[src/rtl/probe_sched.sv]
// rtl/probe_sched.sv - round-robin scheduler of internal probes onto the MSHR allocation port
// with per-set in-flight tracking so a set never has two internal probes outstanding.
module probe_sched #(
    parameter int SET_BITS = 10,
    parameter int TAG_BITS = 20,
    parameter int SRC_BITS = 6,
    parameter int TRACK    = 4
) (
    input  logic                       clock,
    input  logic                       reset,
    input  logic                       ph_valid,
    output logic                       ph_ready,
    input  logic [SRC_BITS-1:0]        ph_source,
    input  logic [SET_BITS-1:0]        ph_set,
    input  logic [TAG_BITS-1:0]        ph_tag,
    input  logic                       cmo_valid,
    output logic                       cmo_ready,
    input  logic [SRC_BITS-1:0]        cmo_source,
    input  logic [SET_BITS-1:0]        cmo_set,
    input  logic [TAG_BITS-1:0]        cmo_tag,
    input  logic                       cmo_need_data,
    output logic                       out_valid,
    input  logic                       out_ready,
    output logic [SRC_BITS-1:0]        out_source,
    output logic [SET_BITS-1:0]        out_set,
    output logic [TAG_BITS-1:0]        out_tag,
    output logic                       out_from_probe_helper,
    output logic                       out_from_cmo_helper,
    output logic                       out_need_probe_ack_data,
    input  logic                       rel_valid,
    input  logic [SET_BITS-1:0]        rel_set,
    output logic [$clog2(TRACK+1)-1:0] inflight,
    output logic                       full
);

    localparam int CNT_W = $clog2(TRACK + 1);
    localparam int IDX_W = $clog2(TRACK);

    logic [TRACK-1:0]    trk_valid;
    logic [SET_BITS-1:0] trk_set [TRACK];
    logic                rr_cmo;

    logic             ph_hit;
    logic             cmo_hit;
    logic             can_load;
    logic             elig_ph;
    logic             elig_cmo;
    logic             grant_ph;
    logic             grant_cmo;
    logic             grant;
    logic [IDX_W-1:0] free_idx;
    logic [CNT_W-1:0] count;

    always_comb begin
        ph_hit  = 1'b0;
        cmo_hit = 1'b0;
        count   = '0;
        for (int i = 0; i < TRACK; i++) begin
            if (trk_valid[i] && trk_set[i] == ph_set)  ph_hit  = 1'b1;
            if (trk_valid[i] && trk_set[i] == cmo_set) cmo_hit = 1'b1;
            count = count + CNT_W'(trk_valid[i]);
        end
    end

    // Scan downward so the lowest-index free entry is the one left standing.
    always_comb begin
        free_idx = '0;
        for (int i = TRACK - 1; i >= 0; i--) begin
            if (!trk_valid[i]) free_idx = IDX_W'(i);
        end
    end

    assign full      = &trk_valid;
    assign inflight  = count;
    assign can_load  = !out_valid || out_ready;
    assign elig_ph   = ph_valid  && !ph_hit  && !full && can_load;
    assign elig_cmo  = cmo_valid && !cmo_hit && !full && can_load;
    assign grant_ph  = elig_ph && (!elig_cmo || !rr_cmo);
    assign grant_cmo = elig_cmo && !grant_ph;
    assign grant     = grant_ph || grant_cmo;
    assign ph_ready  = grant_ph;
    assign cmo_ready = grant_cmo;

    // A release only clears valid entries and allocation only targets a free one,
    // so a same-cycle clear and allocate never collide on an entry.
    always_ff @(posedge clock or negedge reset) begin
        if (!reset) begin
            trk_valid <= '0;
            for (int i = 0; i < TRACK; i++) trk_set[i] <= '0;
        end else begin
            for (int i = 0; i < TRACK; i++) begin
                if (rel_valid && trk_valid[i] && trk_set[i] == rel_set) trk_valid[i] <= 1'b0;
                if (grant && free_idx == IDX_W'(i)) begin
                    trk_valid[i] <= 1'b1;
                    trk_set[i]   <= grant_ph ? ph_set : cmo_set;
                end
            end
        end
    end

    always_ff @(posedge clock or negedge reset) begin
        if (!reset) begin
            rr_cmo                  <= 1'b0;
            out_valid               <= 1'b0;
            out_source              <= '0;
            out_set                 <= '0;
            out_tag                 <= '0;
            out_from_probe_helper   <= 1'b0;
            out_from_cmo_helper     <= 1'b0;
            out_need_probe_ack_data <= 1'b0;
        end else if (grant) begin
            rr_cmo                  <= grant_ph;
            out_valid               <= 1'b1;
            out_source              <= grant_ph ? ph_source : cmo_source;
            out_set                 <= grant_ph ? ph_set : cmo_set;
            out_tag                 <= grant_ph ? ph_tag : cmo_tag;
            out_from_probe_helper   <= grant_ph;
            out_from_cmo_helper     <= grant_cmo;
            out_need_probe_ack_data <= grant_ph ? 1'b1 : cmo_need_data;
        end else if (out_ready) begin
            out_valid <= 1'b0;
        end
    end

endmodule

[config.mk]
export PLATFORM = sky130hd
export DESIGN_NAME = probe_sched
export DESIGN_NICKNAME = d
export VERILOG_FILES = /design/src/rtl/probe_sched.sv
export SDC_FILE = /design/constraint.sdc
export NUM_CORES = 1
export LEC_CHECK = 0
export CORE_MARGIN = 4
export CORE_UTILIZATION = 40
export CTS_CLUSTER_DIAMETER = 200
export DETAILED_ROUTE_END_ITERATION = 8
export HOLD_SLACK_MARGIN = 0.02
export PLACE_DENSITY = 0.8
export SYNTH_ARGS = -nofsm -noshare
export SYNTH_HDL_FRONTEND = slang
export SYNTH_SLANG_ARGS = --single-unit
export TNS_END_PERCENT = 1
[constraint.sdc]
create_clock -name clock -period 2.68 [get_ports clock]
set_input_delay 0.402 -clock clock [delete_from_list [all_inputs] [get_ports clock]]
set_output_delay 0.402 -clock clock [all_outputs]
set_load 0.02 [all_outputs]
# == After elaboration in Yosys (flattened, before gate mapping) ==
# Cells that the tools add are included.
# word_totals
reg_bits,84
inputBits,89
output_inout_bits,46
word_cells,104
# classes
n_reduce_logical,45
eq_ne,15
mux,26
n_addsub,3
# ops
operator,count
equality test 10 bit,12
logical AND 1 bit,28
two-way mux 20 bit,1
two-way mux 1 bit,19
two-way mux 10 bit,1
nonzero test 2 bit,5
two-way mux 2 bit,4
zero test 1 bit,7
two-way mux 6 bit,1
"equality test 2 bit, second input constant",2
AND reduction 4 bit,1
adder 2 x 1 -> 3 bit,1
adder 3 x 1 -> 3 bit,1
logical OR 1 bit,3
adder 1 x 1 -> 2 bit,1
"equality test 2 x 1 -> 1 bit, second input constant",1
zero test 2 bit,1

# == Longest topological paths before layout ==
# Gate-level depths: netlist of run 1.
# logic_depth
ltp_word,18
ltp_mapped,11
ltp_nobuf,7

# == Worst setup path after synthesis of run 1 ==
# No wires, ideal clock.
# synth_timing
path_type,input -> output
start,in cmo_set[9]
end,out ph_ready
path_stages,10
t_arrival_ps,2258
t_required_ps,2278
setup_slack_ps,20
path_buffers,4
path_cell_list,buf_4 -> xor2_1 -> nor4_1 -> nand4_1 -> o211a_1 -> a311o_1 -> buf_6 -> buf_6 -> clkbuf_1 -> inv_1
# synth_between
elab_chain_len,13
word_cells_on_any_way,19
classes_between,4 x eq/ne; 4 x mux; 11 x reduce/logical
# synth_rtl
element,line,source
start: declaration,19,"input logic [SET_BITS-1:0] cmo_set,"
equality test 10 bit,60,if (trk_valid[i] && trk_set[i] == cmo_set) cmo_hit = 1'b1;
logical AND 1 bit,60,
two-way mux 1 bit (3 in series),60,
two-way mux 1 bit (*),60,
zero test 1 bit (*),77,assign elig_cmo = cmo_valid && !cmo_hit && !full && can_load;
logical AND 1 bit (*) (3 in series),77,
zero test 1 bit (*),78,assign grant_ph = elig_ph && (!elig_cmo || !rr_cmo);
logical OR 1 bit (*),78,
logical AND 1 bit (*),78,
end: declaration,12,"output logic ph_ready,"
# Mark *: on every way between the ends. The rest lies on a longest branch, timed or not.

# == Worst setup path in the final report of run 1 ==
# layout_timing
start,reg trk_set[14] (netlist name)
end,out ph_ready
# layout_between
elab_chain_len,11
word_cells_on_any_way,19
classes_between,2 x eq/ne; 4 x mux; 13 x reduce/logical
# layout_rtl
element,line,source
start: declaration,40,logic [SET_BITS-1:0] trk_set [TRACK];
start signal: indexed assignment,95,trk_set[i] <= grant_ph ? ph_set : cmo_set;
equality test 10 bit,60,
logical AND 1 bit,60,
two-way mux 1 bit (2 in series),60,
zero test 1 bit,77,
logical AND 1 bit (3 in series),77,
zero test 1 bit,78,
logical OR 1 bit,78,
logical AND 1 bit (*),78,
# Marked as above.

==> results of run 1 <==
[layer usage]
layer / up-vias / track usage (%) / share of wire, %
met3: 41 / 4.036 / 5.3
met5: - / 0 / 0
met4: 0 / 8.979 / 3.5
met1: 2104 / 30.00 / 42
li1: 1920 / - / -
met2: 133 / 36.70 / 49
[cells in the mapped netlist (all sizes together), types with 2 or more instances]
master and number:
clkbuf 23, xnor2 102, o22ai 26, dfrtp 84
nor4 4, buf 23, nand3 13, xor2 18
o21ai 6, ha 3, nor3 12, mux2 60
nor2 52, inv 8, nand4 22, nand2b 2
and3 4
[sequential cells by signal, indices dropped and copies added, names as in the netlist]
| register | count |
|---|---|
| trk_set | 40 |
| out_tag | 20 |
| out_set | 10 |
| out_source | 6 |
| trk_valid | 4 |
| out_from_cmo_helper | 1 |
| out_need_probe_ack_data | 1 |
| out_valid | 1 |
| rr_cmo | 1 |
[power by group]
group / leakage (nW) / switching, mW / total (mW) / internal [mW]
Combinational: 1.83 / 1.64 / 3.43 / 1.78
Clock: 0.142 / 0.499 / 1.27 / 0.774
Sequential: 0.998 / 0.479 / 2.26 / 1.78
[how the worst max path moves through the flow]
stage	start	endpoint	cells after the start
floorplan	cmo_set[9]	ph_ready	10
global route	trk_set[14]	ph_ready	8
global placement	cmo_set[9]	ph_ready	8
CTS	ph_set[7]	cmo_ready	8
detailed placement	cmo_set[9]	ph_ready	8
finish	trk_set[14]	ph_ready	8
[cell usage in the layout (no fill, tap or decap), types with 12 or more instances in the layout]
cell	instances
clkdlybuf4s50_1	108
xnor2_1	99
dfrtp_1	84
mux2_2	59
nor2_1	52
buf_4	49
o22ai_1	26
nand4_1	22
xor2_1	17
dlygate4sd2_1	13
nand3_1	12
[cells by family after synthesis]
| family | after synthesis | share of synthesized area (%) |
|---|---|---|
| adders and majority gates | 4 | 1.166 |
| and+or+nand+nor | 113 | 11.05 |
| buffers and inverters | 54 | 5.094 |
| muxes | 60 | 13.76 |
| xor gates and xnor gates | 120 | 21.29 |
| AOI/OAI and AO/OA | 39 | 5.069 |
| DFF | 84 | 42.57 |
[repair_timing]
item,4_1_cts,5_1_grt
pin swaps,0,4
buffers inserted,0,1
hold buffers,0,0
endpoints found under the setup margin,79,77
gates resized for setup,24,28
gates cloned,0,1
[final cells by class]
type	instances	area, sq um	area share [%]
Sequential cell	84	2102	29.54
Tap cell	168	210.2	2.954
Clock inverter	3	45.04	0.6330
Clock buffer	13	260.3	3.657
Timing Repair Buffer	188	1793	25.20
Multi-Input combinational cell	336	2675	37.59
Inverter	8	30.03	0.4220
==> results.md, run 1 <==
* Initial core utilization at 40.93%
* Vias at 4198
* Post-synth EDFFs at 0
* RSZ-0062 raised after global routing: yes
* Top Family by Delay on Critical Path: simple AND/OR/NAND/NOR gates
* Maximum clock rate at 372.4 MHz
* Routability congestion estimate at 1.004
* Unique cell type count in the Yosys netlist at 33
* Final cell count without fillers at 800
* Hold slack at 0.03537 ns
* Endpoints failing setup at 1
* Die area at 14180 sq um
* Status: finished with violations
* Static leakage at 2.967 nW
* FP Rows at 40
* CP Capture Type: primary output
* #FFs+latches synth at 84
* R2r worst-path depth at 9
* Pre-Repair DR Iteration Count at 4
* Synth area leaders: dfrtp_1 43%, xnor2_1 18%, mux2_2 13%, nor2_1 4.0%, o22ai_1 3.3%
* CP startpoint kind: flop
* Die Y at 119.1 microns
* FILL cells at 999
* Min-Delay Path Class: input pin to asynchronous set/reset pin
* Worst-case clock buffer depth at 2
* Total wire length at 15.78 mm
* Failing checks: setup timing
* TNS Setup at -0.005443 ns
* CP Cell Sequence: buf_4 > xnor2_1 > nand4_1 > nor3_2 > or3_4 > a311o_2 > inv_2 > buf_6
* Reg2Reg Setup Slack at 0.02 ns
* ANT nets after route at 0
* Max-slew violation count at 0
* Worst path slowest cell: a311o_2
* Placed cell area at 6713 sq um
* Power Total at 6.962 mW
* Clock skew at 0.005228 ns
* CTS buffer count at 9
* Final min period at 2.685 ns
* Maximum fanout along the worst path at 5
* Critical path class: flop to primary output
* Total Routing Usage GR at 22.63%
* Antenna violations before repair at 0
* Post-route core utilization at 58.99%
* Input/output buffers at 134
* Clock transition at path regs at 0.06 ns
* Reg-to-Reg Start: trk_set[14]
* Dpl ws at -0.6398 ns
* Crit-path max cell delay at 0.44 ns
* Slew HR at 66.01%
* PD cells at 978.4 nW/um^2
* Clock Sinks at 84
* Area of the core at 12060 sq um
* Fin. Hold Viols at 0
* # diodes at 0
* Number of global-route vias before repair at 4485
* Worst EP arrival at 2.28 ns
* Root buffer cell: clkbuf_16
* Pin count of the biggest net entering global routing at 51
* VDD IR max at 0.3907 mV
* Synthesized area at 4937 sq um
* Drc violations at 0
* Layout area overhead at 44.12%
* Total of max-cap violations at 0
* Via density per instance at 5.248
* Post-Synthesis Net Count at 567
* First-pass GRT wire length at 24.88 mm
* H-tree Lvls at 3
* HPWL after DPL at 12.39 mm
* Clock Latency Late Sink at 0.34 ns
* Final Net Count at 720
* Ys flop type: dfrtp_1
* WP buf/inv at 3
* Setup slack after layout at -0.005443 ns
* Sequential cell area fraction in the yosys report at 42.57%
* Period utilisation layout at 100.2%
* Post-synth top area share at 42.57%
* Die width at 119.1 microns
* Layout cells sized above 1 at 23.26%
* CP required at 2.28 ns
* FF-to-FF End: trk_set[9]
* Share of flip-flops with an asynchronous set or reset at 100.0%
* Mean Syn Cell Area at 10.42 sq um
* Design area at 7116 sq um
* WL per Instance at 19.73 microns
* Starting DRT DRC Count at 299
* Post-synth top area cell: dfrtp_1
* IO Pins at 135
* Placed Cells at 782
* CTS tree: yes
* Tightest Pin Transition at 0.5099 ns
* Grt total ovfl at 0
* Cells after Synth at 474
* Synth warn at 0
(Power assumes the default switching activity.)
==> inputs of run 2 (changes only) <==
Settings changed: ABC_AREA set to 1, CORE_UTILIZATION 40 to 46, PLACE_DENSITY 0.8 to 0.87.
==> results.md, run 2 <==
* Antenna violations before repair at 0 (unchanged)
* CP required at 2.28 ns (about the same)
* Root buffer cell: clkbuf_16
* Top Registers: trk_set: 40 flops, out_tag: 20 flops, out_set: 10 flops
* ANT nets after route at 0 (unchanged)
* Placed cell area at 7377 sq um (+9.9%)
* PD cells at 1153 nW/um^2 (+18%)
* Total wire length at 22.24 mm (+41%)
* Number of global-route vias before repair at 6041 (+35%)
* Clock Latency Late Sink at 0.35 ns (about the same)
* FILL cells at 1021 (+2.2%)
* Synth area leaders: dfrtp_1 38%, nand2_1 23%, nand3_1 12%, inv_1 4.4%, nor2_1 2.4%
* Post-synth top cells: 341 x nand2_1, 131 x nand3_1, 84 x dfrtp_1
* Die width at 117.2 microns (-1.6%)
* Synth warn at 0 (unchanged)
* Post-CTS Hold Buffers at 0 (unchanged)
* Final min period at 2.654 ns (-0.03097 ns)
* Synthesized area at 5484 sq um (+11%)
* Die area at 13730 sq um (-3.2%)
* Share of flip-flops with an asynchronous set or reset at 100.0% (unchanged)
* Max reg flops at 40 (unchanged)
* Min-Delay Path Class: input pin to asynchronous set/reset pin
* Placed Cells at 1137 (+45%)
* Worst path slowest cell: clkdlybuf4s50_1
* # diodes at 0 (unchanged)
* CP Cell Sequence: clkdlybuf4s50_1 > inv_2 > a21oi_1 > nand2_1 > nor2_1 > inv_1 > nor2_1 > nor2_1 > nand3_1 > nand2_2 > inv_2 > nor2_1 > clkbuf_2
* Post-route core utilization at 66.70% (+7.7 points)
* WP buf/inv at 5 (+2)
* Fin. Hold Viols at 0 (unchanged)
* Crit-path max cell delay at 0.58 ns (+0.14 ns)
* Count leader, synth: nand2_1
* Period utilisation layout at 99.05% (-1.2 points)
* Top Family by Delay on Critical Path: buffers and inverters
* RSZ-0062 raised after global routing: yes
* Maximum clock rate at 376.7 MHz (+1.2%)
* WL per Instance at 19.30 microns (-2.2%)
* Post-CTS Setup Repair Bufs at 0 (unchanged)
* Pre-Repair DR Iteration Count at 5 (+1)
* Routability congestion estimate at 1.053 (+4.8%)
* Initial core utilization at 47.42% (+6.5 points)
* CP startpoint kind: input pin
* FP Rows at 39 (-2.5%)
* Drc violations at 0 (unchanged)
* Vias at 6341 (+51%)
* VDD IR max at 0.7463 mV (+91%)
* Final cell count without fillers at 1152 (+44%)
* Pin count of the biggest net entering global routing at 50 (-2.0%)
* Critical path class: input pin to primary output
* Grt total ovfl at 0 (unchanged)
* Via density per instance at 5.504 (+4.9%)
* HPWL after DPL at 16.99 mm (+37%)
* Design area at 7714 sq um (+8.4%)
* Sequential cell area fraction in the yosys report at 38.33% (-4.2 points)
* Worst-case clock buffer depth at 2 (unchanged)
* Top reg by flops: trk_set
* Post-synth top area cell: dfrtp_1
* Ys flop type: dfrtp_1
* Input/output buffers at 134 (unchanged)
* Post-synth top area share at 38.33% (-4.2 points)
* Post-Synthesis Net Count at 909 (+60%)
* Layout area overhead at 40.66%
* Worst EP arrival at 2.25 ns (-0.03 ns)
* Status: completed
* Maximum fanout along the worst path at 5 (unchanged)
* First-pass GRT wire length at 33.27 mm (+34%)
* #FFs+latches synth at 84 (unchanged)
* Area of the core at 11560 sq um (-4.1%)
* Cells after Synth at 816 (+72%)
* Top cell by count, worst path: nor2_1
* Clock skew at 0.009102 ns (+0.003874 ns)
* CTS tree: yes
* Die Y at 117.2 microns (-1.6%)
* Endpoints failing setup at 0 (-1)
* Tightest Pin Transition at 0.5129 ns (+0.003032 ns)
* Max-slew violation count at 0 (unchanged)
* Total of max-cap violations at 0 (unchanged)
* H-tree Lvls at 3 (unchanged)
* Most common cell after layout, fill and taps aside: nand2_1
* IO Pins at 135 (unchanged)
* Static leakage at 3.883 nW (+31%)
* CP Capture Type: primary output
* CTS buffer count at 9 (unchanged)
* Unique cell type count in the Yosys netlist at 35 (+6.1%)
* Setup slack after layout at 0.02553 ns (+0.03097 ns)
* Dpl ws at -0.3971 ns (+0.2427 ns)
* Clock transition at path regs at 0.06 ns (about the same)
* Slew HR at 64.92% (-1.1 points)
* Starting DRT DRC Count at 648 (+120%)
* Leading cell types in the layout, fill and taps excluded: 341 x nand2_1, 131 x nand3_1, 124 x clkdlybuf4s50_1
* Post-synth EDFFs at 0 (unchanged)
* Layout cells sized above 1 at 12.09% (-11 points)
* Clock Sinks at 84 (unchanged)
* Final Net Count at 1098 (+53%)
* Mean Syn Cell Area at 6.721 sq um (-35%)
* Total Routing Usage GR at 32.63% (+10 points)
-- run 2: logic make-up (layout without fill, tap and decap cells) --
logic type | Yosys count | after routing | share of synthesized area (%)
buf+inv | 107 | 300 | 8.305
xor+xnor | 25 | 25 | 3.993
simple gates | 542 | 542 | 42.12
flops | 84 | 84 | 38.33
compound gates | 54 | 54 | 6.206
fa+ha+maj | 4 | 4 | 1.050
-- run 2: final cells by class --
type | instances | area (sq um) | area share (%)
multi-input combinational | 625 | 2954 | 38.30
sequential | 84 | 2102 | 27.25
timing repair buffer | 201 | 1839 | 23.84
inverter | 84 | 315.3 | 4.088
clock buffer | 10 | 239.0 | 3.098
tap | 143 | 178.9 | 2.320
clock inverter | 5 | 85.08 | 1.103
-- run 2: metrics by stage --
stage          hold slack [ns]  power, mW  setup TNS [ns]
4_1_cts                0.03752      8.810         -0.1358
5_1_grt                0.04992      9.476         -0.1618
6_report               0.01237      8.896               0
2_1_floorplan           0.1064      5.238               0
3_3_place_gp            0.4032      7.368          -10.78
3_5_place_dp            0.4030      7.429          -13.03
-- run 2: path summary, 6_finish.rpt --
| path | depth (start not counted) | startpoint | slack (ns) | end |
|---|---|---|---|---|
| max | 13 | cmo_set[9] | 0.03 | cmo_ready |
| min | 1 | reset | 0.01 | trk_set[35] |
| max reg2reg | 15 | trk_set[7] | 0.24 | trk_set[7] |
| min reg2reg | 2 | out_set[4] | 0.48 | out_set[4] |
| max in group asynchronous | 2 | reset | 2.03 | out_valid |
| min in group clock | 2 | out_set[4] | 0.48 | out_set[4] |
-- run 2: report_power, final --
part	internal, mW	switching, mW	leakage (nW)
Combinational	1.98	3.07	2.70
Clock	0.842	0.535	0.155
Sequential	1.87	0.601	1.03
-- run 2: metal layers --
metal	wire length [microns]	share of wire, %	track usage (%)	up-vias
met5	0	0	0	-
met4	965	4.3	16.67	0
met3	1533	6.9	6.067	68
met2	10180	46	49.28	296
met1	9556	43	44.66	2969
li1	-	-	-	3008
-- run 2: repair_timing --
item / CTS / global route
setup endpoints to repair: 5 / 52
pin swaps: 0 / 1
resized for setup: 9 / 14
==> patch 1 (config.mk and constraints of run 1) <==
Reset style: synchronous (`reset`), changed in 2 clocked blocks.
--- a/src/rtl/probe_sched.sv
+++ b/src/rtl/probe_sched.sv
@@ -84,5 +84,5 @@
     // A release only clears valid entries and allocation only targets a free one,
     // so a same-cycle clear and allocate never collide on an entry.
-    always_ff @(posedge clock or negedge reset) begin
+    always_ff @(posedge clock) begin
         if (!reset) begin
             trk_valid <= '0;
@@ -99,5 +99,5 @@
     end
 
-    always_ff @(posedge clock or negedge reset) begin
+    always_ff @(posedge clock) begin
         if (!reset) begin
             rr_cmo                  <= 1'b0;
Check against the original RTL: differs if reset is asserted again (counterexample within 4 cycles, from zero or initial values and one cycle with reset low); with reset held inactive, the same outputs for 4 cycles.
==> patch 1 against run 1 <==
Setup slack improved by 0.079 ns; register-to-register slack improved by 0.13 ns; worst hold slack improved by 0.48 ns; global-route usage rose by 1.3 points; clock skew is 0.0030 ns higher; routed wire length increased by 9.3%; sequential cell count unchanged; synthesized area up 1.6%; design area grew 5.8%; first-iteration DRC count is 1.0% lower.
Power is not compared: it rests on default switching activity, and its combinational part moved more than twofold at a synthesized area within 25%.
==> patch 1: results (changes against run 1) <==
* Worst setup slack before clock tree synthesis: -0.648 ns (-0.00780 ns)
- The filler cell count came to 987 (-1.2%).
* Number of library cell types mapped by synthesis: 41 (+24%)
- Proportion of layout cells with a drive suffix above 1: 20.7% (-2.6 points)
* GR Layer Usage met3: 4.38% (+0.35 points)
- Worst min-delay path category: reg -> reg
- The share of cell area taken by muxes after synthesis is 9.70% (-4.1 points).
- The met2 routed wirelength was 8.26 mm (+6.6%).
- In this run the critical register-to-register path is launched from trk_valid[0].
- The count of clock-net buffers in the final layout was 10 (-3).
- Met1 demand-to-capacity share in global routing: 32.0% (+2.0 points)
- FFs w/ async S/R, synth: 0% (-100 points)
- The violation count after the first detailed-route iteration was 296 (-1.0%).
- Most frequent cells after synthesis: sky130_fd_sc_hd__xnor2_1 (85), sky130_fd_sc_hd__dfxtp_1 (44), sky130_fd_sc_hd__nor2_1 (41), sky130_fd_sc_hd__o21ai_0 (41), sky130_fd_sc_hd__edfxtp_1 (40)
* Total GRT Usage: 23.9% (+1.3 points)
- Leading post-synthesis cells by cell area: sky130_fd_sc_hd__edfxtp_1 (24%), sky130_fd_sc_hd__dfxtp_1 (18%), sky130_fd_sc_hd__xnor2_1 (15%)
* Reg-to-reg endpoint: trk_set[2][7]
* Worst hold slack after final layout: 0.515 ns (+0.480 ns)
* Top cell family by delay on the critical path: compound AO/OA/AOI/OAI gates
- Total vias in the final route: 4519 (+7.6%)
- The routed metal-1 wirelength is 7.46 mm (+12%).
- Number of multi-input combinational cells: 356 (+6.0%)
- Placed Area: 0.00713 mm2 (+6.2%)
- Crit-path max cell delay: 0.32 ns (-0.12 ns)
- Data arrival time of the critical path: 2.20 ns (-0.08 ns)
- Total placed cells including tap cells: 850 (+8.7%)
* Compound-Gate Fraction of Synth Area: 10.1% (+5.0 points)
- The buffer count excluding the clock tree in the final layout was 235 (+25%).
- The average size of a mapped cell is 10.1 um2 (-2.7%).
- The maximum clock skew at final layout was 0.00825 ns (+0.00302 ns).
* Amount of wire on met3 after detailed routing: 1.05 mm (+26%)
* Result of the run: finished clean
- The fraction of synthesized cell area in xor and xnor cells was 20.9% (-0.34 points).
- The most critical setup path has its endpoint at cmo_ready.
- The proportion of cell area occupied by multi-input gates came to 36.2% (-1.4 points).
- The headroom to the max-slew limit came to 71.5% (+5.5 points).
- Fraction of area in registers: 27.7% (-1.9 points)
- The final RePlAce weighted congestion was 0.980 (-2.4%).
- Internal reg-to-reg setup slack: 0.15 ns (+0.13 ns)
- The share of the core filled with cells in the final layout was 61.9% (+2.9 points).
==> patch 1: cell count changes in the layout (fill, tap and decap cells not counted), moves of 35 or more <==
cell / before / now
sky130_fd_sc_hd__edfxtp_1: 0 / 40
sky130_fd_sc_hd__buf_4: 49 / 93
sky130_fd_sc_hd__o21ai_0: 5 / 40
sky130_fd_sc_hd__a21oi_1: 1 / 39
sky130_fd_sc_hd__dfrtp_1: 84 / 0
sky130_fd_sc_hd__mux2_2: 59 / 0
sky130_fd_sc_hd__dfxtp_1: 0 / 43
==> patch 1: repair_timing <==
| action | 4_1_cts | 5_1_grt |
|---|---|---|
| hold buffers | 0 | 0 |
| setup buffers | 0 | 3 |
| endpoints found under the hold margin | 0 | 0 |
| pin swaps | 5 | 7 |
| setup endpoints to repair | 92 | 111 |
| resized for setup | 33 | 22 |
==> patch 1: where the power goes <==
group	switching [W]	leakage [nW]	total [W]	internal (W)
Combinational	0.000558	2.15	0.00115	0.000593
Sequential	0.000110	0.789	0.00158	0.00147
Clock	0.000537	0.131	0.00118	0.000638
==> patch 2 (flow settings as in run 1) <==
Made on the original files. Set the parameter `TAG_BITS` to 40 (it was 20).
--- a/src/rtl/probe_sched.sv
+++ b/src/rtl/probe_sched.sv
@@ -3,5 +3,5 @@
 module probe_sched #(
     parameter int SET_BITS = 10,
-    parameter int TAG_BITS = 20,
+    parameter int TAG_BITS = 40,
     parameter int SRC_BITS = 6,
     parameter int TRACK    = 4
Interface: changed (resized cmo_tag, out_tag and ph_tag); port bits go from 135 to 195. The function was not compared with the original's and may differ.
==> patch 2 against run 1 <==
Routed wire length rose by 25%; power rose by 19%; clock skew grew 0.0073 ns; cell count increased by 17%; design area is 18% higher; setup slack improved by 0.050 ns; sequential cell count rose by 20; combinational power grew 23%; register-to-register slack improved by 0.07 ns; maximum frequency up 1.9%; synthesized area is 17% higher; critical path type unchanged; largest cell class unchanged; highest routed layer unchanged.
==> patch 2: results (changes against run 1) <==
- The pre-CTS setup slack is -0.655 ns (-0.0156 ns).
- The total routing usage reported by global routing was 24.1% (+1.5 points).
- Met1 demand-to-capacity share in global routing: 31.9% (+1.9 points)
* Placed Area: 0.00804 mm2 (+20%)
* Biggest fanout along the worst timing path: 3 (-2)
* Grt met2 use: 39.4% (+2.7 points)
* Leakage power: 3.45 nW (+16%)
- The filler cell count was 1176 (+18%).
- Total placed cells including tap cells: 919 (+18%)
- The met3 usage is 3.67% (-0.37 points).
- Headroom to the max-slew limit: 57.0% (-9.0 points)
- By count the netlist is led by sky130_fd_sc_hd__xnor2_1 (106), sky130_fd_sc_hd__dfrtp_1 (104), sky130_fd_sc_hd__nor2_1 (92).
- Routability congestion estimate: 1.01 (+0.39%)
- Leading post-synthesis cells by cell area: sky130_fd_sc_hd__dfrtp_1 (45%), sky130_fd_sc_hd__xnor2_1 (16%), sky130_fd_sc_hd__mux2_2 (10%)
* Data arrival time of the critical path: 2.23 ns (-0.05 ns)
- The largest stage delay on the critical path was 0.41 ns (-0.03 ns).
- Drt pass-1 iters: 5 (+1)
- The global-route wire length before repair was 30.1 mm (+21%).
- The final net count was 884 (+23%).
- The number of global-route vias before repair is 5327 (+19%).
- Max Clock Skew: 0.0125 ns (+0.00726 ns)
- WL per Instance: 21.1 um (+6.8%)
- The pin count of the biggest net entering global routing is 58 (+14%).
* Syn Inst Count: 561 (+18%)
* Top flop regs: out_tag: 40 flops, trk_set: 40 flops, out_set: 10 flops
- Part of the Yosys area used for sequential elements: 45.1% (+2.5 points)
- The port buffer count came to 194 (+45%).
- The number of antenna violations at the first check in global routing was 1 (+1).
- Proportion of layout cells with a drive suffix above 1: 17.5% (-5.8 points)
- The highest ir drop seen on vdd was 0.515 mV (+32%).
- Final Instance Count excl. Fillers: 935 (+17%)
* Sum of net half-perimeters after detailed placement: 15.2 mm (+23%)
- Total vias in the final route: 5015 (+19%)
- Total nets after synthesis: 694 (+22%)
- The flow ran to the end, and the final reports show no timing, DRC or antenna violations.
- The largest individual stage delay along the critical path comes from the cell sky130_fd_sc_hd__dfrtp_1.
- The violation count after the first detailed-route iteration is 417 (+39%).
[patch 2: cell count changes after synthesis, sizes merged, moves of 4 or more]
cell           run 1  this run
xor2              18        14
buf               23        36
o22ai             26        46
dfrtp             84       104
xnor2            102       106
clkbuf            23        16
nor2              52        92
[patch 2: path summary, 6_finish.rpt]
check | from | to | slack (ns) | depth (start not counted)
max reg2reg | trk_set[1] | trk_set[18] | 0.09 | 9
max | trk_set[1] | ph_ready | 0.04 | 8
max in group asynchronous | reset | trk_set[18] | 1.86 | 2
min | reset | out_tag[11] | 0.06 | 1
min reg2reg | out_need_probe_ack_data | out_need_probe_ack_data | 0.50 | 1
min in group clock | out_need_probe_ack_data | out_need_probe_ack_data | 0.50 | 1
[patch 2: cell families (layout without fill, tap and decap cells)]
kind of cell               Yosys count  after routing  synth area share [%]
DFF                                104            104                  45.1
buffers and inverters               60            253                  4.92
AOI/OAI and AO/OA                   59             59                  6.44
and+or+nand+nor                    154            154                  12.1
adders and majority gates            4              4                 0.997
other                                0              1                     0
muxes                               60             60                  12.2
xor gates and xnor gates           120            120                  18.2
[patch 2: final cells by class]
cell class,instances,area (um2),share of cell area [%]
clock buffer,11,253,3.01
clock inverter,3,25.0,0.298
sequential,104,2600,31.0
tap,180,225,2.68
antenna,1,2.50,0.0298
timing repair buffer,231,2270,27.0
inverter,8,30.0,0.358
multi-input combinational,397,2990,35.6
[patch 2: layer usage]
metal | part of all wire, % | wire (um) | up-vias
met4 | 2.9 | 567 | 0
li1 | - | - | 2286
met5 | 0 | 0 | -
met2 | 50 | 9910 | 175
met1 | 42 | 8250 | 2512
met3 | 5.0 | 980 | 42
[patch 2: repair_timing]
item / in CTS / in global routing
hold endpoints to repair: 0 / 0
gates resized for setup: 37 / 17
endpoints found under the setup margin: 104 / 61
pin swaps: 1 / 3
buffers inserted: 0 / 1
[patch 2: power breakdown]
group,switching (W),internal (W),leakage (nW)
logic,0.00207,0.00214,2.10
registers,0.000598,0.00223,1.22
clock network,0.000583,0.000678,0.135
[patch 2: worst register-to-register path: cells and delay by family (launching register included)]
kind	cells	cell delay, ns
mux	2	0.62
simple gates	3	0.50
flops	1	0.41
compound gates	1	0.39
buf+inv	2	0.36
xor+xnor	1	0.19
[patch 2: through the flow]
step                      power, W  setup TNS (ns)
final                      0.00830               0
after global routing       0.00876         -0.0123
after CTS                  0.00831         -0.0696
after detailed placement   0.00701          -52.64
after global placement     0.00690          -48.79
after floorplan            0.00505               0
